### config.mk
export PLATFORM = sky130hd
export DESIGN_NAME = result_collector
export DESIGN_NICKNAME = d
export VERILOG_FILES = /design/src/rtl/result_pkg.sv /design/src/rtl/result_collector_gap_timer.sv /design/src/rtl/result_collector.sv
export SDC_FILE = /design/constraint.sdc
export NUM_CORES = 1
export LEC_CHECK = 0
export ABC_CLOCK_PERIOD_IN_PS = 1800
export CAP_MARGIN = 0
export CORE_AREA = 2 2 204 106
export DETAILED_ROUTE_END_ITERATION = 7
export DIE_AREA = 0 0 206 108
export RECOVER_POWER = 25
export SLEW_MARGIN = 25
export SYNTH_ARGS = -nofsm -noshare
export SYNTH_HDL_FRONTEND = slang
export SYNTH_SLANG_ARGS = --single-unit
### constraint.sdc
create_clock -name clk -period 1.8 [get_ports clk]
set_clock_uncertainty 0.1 [all_clocks]
set_input_delay 0.18 -clock clk [delete_from_list [all_inputs] [get_ports clk]]
set_output_delay 0.18 -clock clk [all_outputs]
set_load 0.005 [all_outputs]
### src/rtl/result_pkg.sv
// Shared definitions for the result stream: collector FSM states and header layout.
// The header field positions are shared with the serializer so both ends agree.
package result_pkg;

    typedef enum logic [1:0] {
        IDLE   = 2'd0,
        WORD_A = 2'd1,
        WORD_B = 2'd2,
        CHECK  = 2'd3
    } rc_state_t;

    localparam int RC_DATA_BYTES = 8;

    localparam int HDR_SYNC_MSB = 7;
    localparam int HDR_SYNC_LSB = 4;
    localparam int HDR_RSV_BIT  = 3;
    localparam int HDR_MODE_MSB = 2;
    localparam int HDR_MODE_LSB = 0;

endpackage

### src/rtl/result_collector_gap_timer.sv
// gap_timer: 16-bit saturating idle counter with clear, count enable and an
// expired flag at TIMEOUT_CYCLES.
module gap_timer #(
    parameter int unsigned TIMEOUT_CYCLES = 255
) (
    input  logic clk,
    input  logic rst_n,
    input  logic clr_i,
    input  logic cnt_en_i,
    output logic expired_o
);

    logic [15:0] cnt_q;

    always_ff @(posedge clk or negedge rst_n) begin
        if (!rst_n) begin
            cnt_q <= 16'd0;
        end else if (clr_i) begin
            cnt_q <= 16'd0;
        end else if (cnt_en_i && cnt_q != 16'hFFFF) begin
            cnt_q <= cnt_q + 16'd1;
        end
    end

    assign expired_o = (cnt_q >= 16'(TIMEOUT_CYCLES));

endmodule

### src/rtl/result_collector.sv
// result_collector: reassembles header/kappa/inverse-kappa frames from a byte stream.
// Optional trailing XOR checksum byte is built when RESULT_COLLECTOR_CHECKSUM_EN is defined.
module result_collector
    import result_pkg::*;
#(
    parameter int unsigned TIMEOUT_CYCLES = 255,
    parameter logic [3:0]  SYNC_NIBBLE    = 4'hA
) (
    input  logic        clk,
    input  logic        rst_n,
    input  logic        ena,
    input  logic [7:0]  in_byte,
    input  logic        in_valid,
    output logic [2:0]  mode,
    output logic [31:0] word_a,
    output logic [31:0] word_b,
    output logic        frame_valid,
    output logic        frame_err,
    output logic        busy
);

    rc_state_t   state_q, state_d;
    logic [1:0]  cnt_q, cnt_d;
    logic [2:0]  msh_q, msh_d;
    logic [31:0] a_q, a_d;
    logic [31:0] b_q, b_d;
    logic [2:0]  mode_q, mode_d;
    logic [31:0] wa_q, wa_d;
    logic [31:0] wb_q, wb_d;
    logic        fv_q, fv_d;
    logic        fe_q, fe_d;
`ifdef RESULT_COLLECTOR_CHECKSUM_EN
    logic [7:0]  xor_q, xor_d;
`endif

    logic accept;
    logic expired;
    logic timeout;
    logic in_frame;

    assign accept   = ena & in_valid;
    assign in_frame = (state_q != IDLE);
    // An accepted byte on the expiry cycle wins over the timeout
    assign timeout  = ena & ~accept & in_frame & expired;

    gap_timer #(
        .TIMEOUT_CYCLES(TIMEOUT_CYCLES)
    ) u_gap_timer (
        .clk      (clk),
        .rst_n    (rst_n),
        .clr_i    (ena & (accept | ~in_frame)),
        .cnt_en_i (ena & in_frame),
        .expired_o(expired)
    );

    always_comb begin
        state_d = state_q;
        cnt_d   = cnt_q;
        msh_d   = msh_q;
        a_d     = a_q;
        b_d     = b_q;
        mode_d  = mode_q;
        wa_d    = wa_q;
        wb_d    = wb_q;
        fv_d    = 1'b0;
        fe_d    = 1'b0;
`ifdef RESULT_COLLECTOR_CHECKSUM_EN
        xor_d   = xor_q ^ in_byte;
`endif
        if (timeout) begin
            state_d = IDLE;
            fe_d    = 1'b1;
        end else if (accept) begin
            case (state_q)
                IDLE: begin
                    if (in_byte[HDR_SYNC_MSB:HDR_SYNC_LSB] == SYNC_NIBBLE) begin
                        msh_d   = in_byte[HDR_MODE_MSB:HDR_MODE_LSB];
                        cnt_d   = 2'd0;
                        state_d = WORD_A;
`ifdef RESULT_COLLECTOR_CHECKSUM_EN
                        xor_d   = in_byte;
`endif
                    end
                end
                WORD_A: begin
                    a_d   = {a_q[23:0], in_byte};
                    cnt_d = cnt_q + 2'd1;
                    if (cnt_q == 2'd3) state_d = WORD_B;
                end
                WORD_B: begin
                    b_d   = {b_q[23:0], in_byte};
                    cnt_d = cnt_q + 2'd1;
                    if (cnt_q == 2'd3) begin
`ifdef RESULT_COLLECTOR_CHECKSUM_EN
                        state_d = CHECK;
`else
                        mode_d  = msh_q;
                        wa_d    = a_q;
                        wb_d    = b_d;
                        fv_d    = 1'b1;
                        state_d = IDLE;
`endif
                    end
                end
`ifdef RESULT_COLLECTOR_CHECKSUM_EN
                CHECK: begin
                    if (in_byte == xor_q) begin
                        mode_d = msh_q;
                        wa_d   = a_q;
                        wb_d   = b_q;
                        fv_d   = 1'b1;
                    end else begin
                        fe_d   = 1'b1;
                    end
                    state_d = IDLE;
                end
`endif
                default: state_d = IDLE;
            endcase
        end
        if (!ena) begin
            state_d = state_q;
        end
    end

    always_ff @(posedge clk or negedge rst_n) begin
        if (!rst_n) begin
            state_q <= IDLE;
            cnt_q   <= 2'd0;
            msh_q   <= 3'd0;
            a_q     <= 32'd0;
            b_q     <= 32'd0;
            mode_q  <= 3'd0;
            wa_q    <= 32'd0;
            wb_q    <= 32'd0;
            fv_q    <= 1'b0;
            fe_q    <= 1'b0;
        end else begin
            state_q <= state_d;
            cnt_q   <= cnt_d;
            msh_q   <= msh_d;
            a_q     <= a_d;
            b_q     <= b_d;
            mode_q  <= mode_d;
            wa_q    <= wa_d;
            wb_q    <= wb_d;
            fv_q    <= fv_d;
            fe_q    <= fe_d;
        end
    end

`ifdef RESULT_COLLECTOR_CHECKSUM_EN
    always_ff @(posedge clk or negedge rst_n) begin
        if (!rst_n) begin
            xor_q <= 8'd0;
        end else if (accept) begin
            xor_q <= xor_d;
        end
    end
`endif

    assign mode        = mode_q;
    assign word_a      = wa_q;
    assign word_b      = wb_q;
    assign frame_valid = fv_q;
    assign frame_err   = fe_q;
    assign busy        = in_frame;

endmodule
; Word-level counts from Yosys, hierarchy flattened
; Cells that the tools add are included.
[op_classes]
muxes = 15
n_eq_ne = 9
n_addsub = 2
bitwise_logic = 10
reduce_logical = 13
n_lt_le_gt_ge = 1
[ops]
columns = op, n
row1 = 2-to-1 mux 16 bit, 2
row2 = "adder 16 x 1 -> 16 bit, second input constant", 1
row3 = "greater-or-equal comparator 16 x 8 -> 1 bit, second input constant", 1
row4 = "inequality test 16 bit, second input constant", 1
row5 = 2-to-1 mux 2 bit, 6
row6 = AND reduction 4 bit, 3
row7 = "inequality test 3 bit, second input constant", 3
row8 = nonzero test 2 bit, 4
row9 = bitwise AND 1 bit, 6
row10 = one-hot mux 2 bit (3 select lines), 1
row11 = AND reduction 3 bit, 2
row12 = 2-to-1 mux 1 bit, 5
row13 = AND reduction 5 bit, 1
row14 = "== test 2 bit, second input constant", 2
row15 = "== test 4 bit, second input constant", 1
row16 = one-hot mux 2 bit (2 select lines), 1
row17 = NOT 1 bit, 3
row18 = "adder 2 x 1 -> 2 bit, second input constant", 1
row19 = "== test 2 x 1 -> 1 bit, second input constant", 1
row20 = zero test 2 bit, 1
row21 = "inequality test 2 bit, second input constant", 1
row22 = OR reduction 2 bit, 1
row23 = logical AND 1 bit, 1
row24 = OR 1 bit, 1
[totals]
in_bits = 12
reg_bits = 148
out_inout_bits = 70
elab_cells = 61

; Depth between registers and ports, before layout
[logic_depth]
depth_word = 7
ltp_mapped = 8
ltp_nobuf = 6

; By module
; From an unflattened synthesis, not the netlist that was laid out.
[unflattened]
cells_unflattened = 402
hier_area_um2 = 6075.8
[by_module_without_submodules]
columns = module, seq_area_each_um2, instances, area_each_um2, cells_per_inst
row1 = result_collector, 3303.2, 1, 5147.4, 305
row2 = gap_timer, 400.4, 1, 928.4, 97

; Worst setup path before layout
; Ideal clock, no wire load.
[synth_timing]
kind = register -> register
start = register state_q[0]
end = register u_gap_timer.cnt_q[13]
arrival_time_ns = 1.692
n_path_buf = 0
setup_slack_ns = -0.070
period_less_slack_ns = 1.870
stages_incl_launch_ff = 7
cell_sequence = dfrtp_1 > inv_1 > ha_1 > and3b_1 > nand2_1 > or4_1 > a21oi_1
[synth_between]
elab_chain_len = 5
word_cells_on_any_way = 8
cone_classes = mux: 1 / bitwise: 4 / reduce/logical: 3
[synth_rtl]
columns = element, line_no
row1 = "start, declared", result_collector.sv:22  ; rc_state_t state_q, state_d;
row2 = "start signal, assigned", result_collector.sv:139  ; state_q <= state_d;
row3 = nonzero test 2 bit *, result_collector.sv:42  ; assign in_frame = (state_q != IDLE);
row4 = NOT 1 bit, result_collector.sv:51  ; .clr_i (ena & (accept | ~in_frame)),
row5 = OR 1 bit, result_collector.sv:51
row6 = bitwise AND 1 bit, result_collector.sv:51
row7 = 2-to-1 mux 16 bit or nonzero test 2 bit (tied branches), -
row8 = "end signal, assigned", result_collector_gap_timer.sv:21  ; cnt_q <= cnt_q + 16'd1;
row9 = "end, declared", result_collector_gap_timer.sv:13  ; logic [15:0] cnt_q;
; Every way passes the cells marked *; elsewhere a longest branch is shown, timed or not.
; A chain may end at the register's enable or synchronous reset.

; Final worst setup path
[layout_timing]
start = register u_gap_timer.cnt_q[0]
end = register u_gap_timer.cnt_q[13]
[layout_between]
elab_chain_len = 3
word_cells_on_any_way = 6
cone_classes = add/sub: 1 / eq/ne: 1 / mux: 2 / reduce/logical: 2
[layout_rtl]
columns = element, line_no
row1 = adder 16 x 1 -> 16 bit or inequality test 16 bit (tied branches), "result_collector_gap_timer.sv:21, result_collector_gap_timer.sv:20"
row2 = 2-to-1 mux 16 bit or logical AND 1 bit (tied branches), result_collector_gap_timer.sv:20  ; end else if (cnt_en_i && cnt_q != 16'hFFFF) begin
row3 = 2-to-1 mux 16 bit or nonzero test 2 bit (tied branches), -
; Several ways; a longest one is shown, not always the timed one. The select of a mux whose other input is x is not followed.

==> flow_summary.toml <==
[worst_setup_path]
cp-end-kind = "register"
critPathRequiredTime_ns = 2.05
critPathMaxFanout = 7
r2r_cells = 6
critPathKind = "register to register"
crit_path_start_kind = "register"
arrival_ns = 2.01

[timing]
slew_violations = 0
finalSetupViolations = 0
slew_headroom_pct = 44.2
fin_crit_sh_pct = 97.6
clock.fmax_mhz = 569
fin_setup_tns_ns = 0
finalCriticalPeriod_ns = 1.76
tightest_slew_ns = 0.837
hold_viol = 0
grt_setup_unrepaired = "yes"

[synthesis]
avgSynthCellArea_um2 = 10.9
syn_area_um2 = 6030
ys_types = 40
synth-seq-cells = 148
synth_top_area_cell = "dfrtp_1"
syn_nets = 573
synth_area_leaders = "dfrtp_1, nand2_1, mux2_2"
ys.warnings.count = 0
seq_area_frac_synth_pct = 61.4
synth_cells = 554
yosys.area.top_type_share_pct = 61.4

[detailed_routing]
ant_nets = 0
routed_wl_um = 14500
drt_pass1_iterations = 4
vias = 4422
vias_per_cell = 4.59
drt_iter0_drc = 196
drc = 0
wire_per_inst_um = 15.1

[floorplan]
io_pins = 82
start_util_pct = 29.7
die_y_um = 108
fp-row-count = 37
die_area_um2 = 22200
die_w_um = 206
core_um2 = 20300

[global_route]
antenna_found_initial = 1
grt_max_degree = 54
first_global_vias = 4510
grt_usage_pct = 13.6
gr-total-overflow = 0
grt_pass1_wl_um = 23200

[clocking]
cts.sinks = 148
clk_pin_slew_ns = 0.06
cts_tree = "built"
clkLatencyLatePin_ns = 0.42
ctsRootBufferMaster = "clkbuf_16"
htree_num_levels = 4
clock_path_buffers = 2
numCtsBuffers = 17

[pwr]
leakage_nw = 3.93
p_total_mw = 10.7
peakVddDrop_mv = 0.805
p_per_area_nw_per_um2 = 1290

[cells_and_area]
nNetsFinal = 697
postLayoutCoreUtil_pct = 40.7
fillers = 1940
instances_no_fill = 964
antennaDiodeCount = 0
drive_gt1_share_pct = 23.2
syn_to_final_growth_pct = 36.9

[run]
cap_violations = 0

[placed_design]
place_inst = 927
hpwl_um = 9480
place_congestion = 0.825
numPortBuffers = 81

[hold_path]
hold_class = "input pin to asynchronous set/reset pin"

[status]
status = "complete, no violations"
==> layout make-up <==
cell class	count	area (um^2)	share of cell area (%)
flip-flops and latches	148	3700	44.9
multi-input cells	374	2280	27.6
repair buffers	128	1280	15.5
clock buffers	20	457	5.54
well taps	273	342	4.14
clock inverters	12	153	1.85
inverters	9	36.3	0.440
==> cell usage in the layout (no fill, tap or decap), drive strengths merged, types with 2 or more instances in the layout <==
| cell type | instances |
|---|---|
| nand2b | 5 |
| ha | 7 |
| nor3 | 3 |
| o31ai | 5 |
| nand4 | 6 |
| a211oi | 6 |
| inv | 11 |
| mux2 | 59 |
| buf | 44 |
| or4 | 5 |
| nand3 | 13 |
| o31a | 2 |
| mux2i | 6 |
| nor2 | 2 |
| clkbuf | 23 |
| and4 | 2 |
| clkinv | 6 |
| nor4 | 6 |
| bufinv | 3 |
| nor2b | 2 |
| dfrtp | 148 |
| a21oi | 8 |
| o21ai | 5 |
| nand2 | 219 |
| clkdlybuf4s50 | 79 |
| o21a | 2 |
==> per-layer routing <==
metal	routed length (um)	part of all wire (%)	track usage [%]
met1	6820	47	17.5
met2	6960	48	22.1
met3	549	3.8	3.65
met4	197	1.4	4.80
met5	0	0	0
==> worst paths after layout <==
kind	start	to	slack (ns)
max	u_gap_timer.cnt_q[0]	u_gap_timer.cnt_q[13]	0.04
min	rst_n	word_b[14]	0.29
max reg2reg	u_gap_timer.cnt_q[0]	u_gap_timer.cnt_q[13]	0.04
min reg2reg	msh_q[0]	mode[0]	0.36
max in group asynchronous	rst_n	cnt_q[1]	0.33
min in group clk	in_byte[3]	word_b[3]	0.32
==> kinds of logic (layout without fill, tap and decap cells) <==
logic type                 after synthesis  after routing  share of synthesized area, %
buffers and inverters                   32            169                          2.30
muxes                                   65             65                          12.0
adders and majority gates                7              7                          1.45
and+or+nand+nor                        268            268                          18.9
AOI/OAI and AO/OA                       34             34                          3.90
DFF                                    148            148                          61.4
==> through the flow <==
stage	setup WS (ns)	instance area [um^2]	hold WS, ns
after global placement	-0.103	7490	-0.0153
after detailed placement	-0.192	7490	-0.0145
final	0.0430	8250	0.291
after CTS	0.00599	8140	0.0965
after global routing	-0.0309	8250	0.338
after floorplan	0.0000790	6030	-0.216
==> critical path: stages (launching register included) <==
cell and delay (ns):
dfrtp_1 0.41, ha_4 0.20, nand2_1 0.10, nor4_1 0.07, buf_4 0.16, or4_1 0.50
a21oi_1 0.15
==> power by group <==
part	internal, mW	switching, mW
Sequential	4.21	0.577
Combinational	1.34	0.866
Clock	2.26	1.43
Total	7.81	2.87
==> Yosys cell counts <==
cell type    n
a2111o_1     1
a211oi_1     6
a21oi_1      8
a31o_2       1
a31oi_1      1
and3_1       1
and3b_1      1
and4_1       1
and4_4       1
buf_1        4
buf_4        1
buf_6        2
clkbuf_1    16
dfrtp_1    148
ha_1         7
inv_1        8
inv_2        1
mux2_2      59
mux2i_1      6
nand2_1    219
nand2b_1     5
nand3_1     13
nand4_1      5
nand4_2      1
nand4bb_1    1
nor2_1       2
nor2b_1      2
nor3_1       3
nor3b_2      1
nor4_1       6
o2111ai_1    1
o21a_1       2
o21ai_0      5
o21ba_2      1
o311ai_0     1
o31a_1       1
o31a_2       1
o31ai_1      5
or3_1        1
or4_1        5
==> registers in the layout (all words and copies together) (netlist names) <==
register           count
state_q                2
frame_err              1
mode                   3
word_b                32
msh_q                  3
u_gap_timer.cnt_q     16
b_q                   24
a_q                   32
frame_valid            1
cnt_q                  2
word_a                32
==> timing repair <==
| item | CTS | global route |
|---|---|---|
| setup buffers | 0 | 2 |
| endpoints found under the setup margin | 6 | 103 |
| endpoints found under the hold margin | 148 | 0 |
| hold buffers | 1 | 0 |
| gates cloned | 0 | 2 |
| pin swaps | 1 | 8 |
| gates resized for setup | 8 | 15 |
Power figures use the tool's default switching activity.
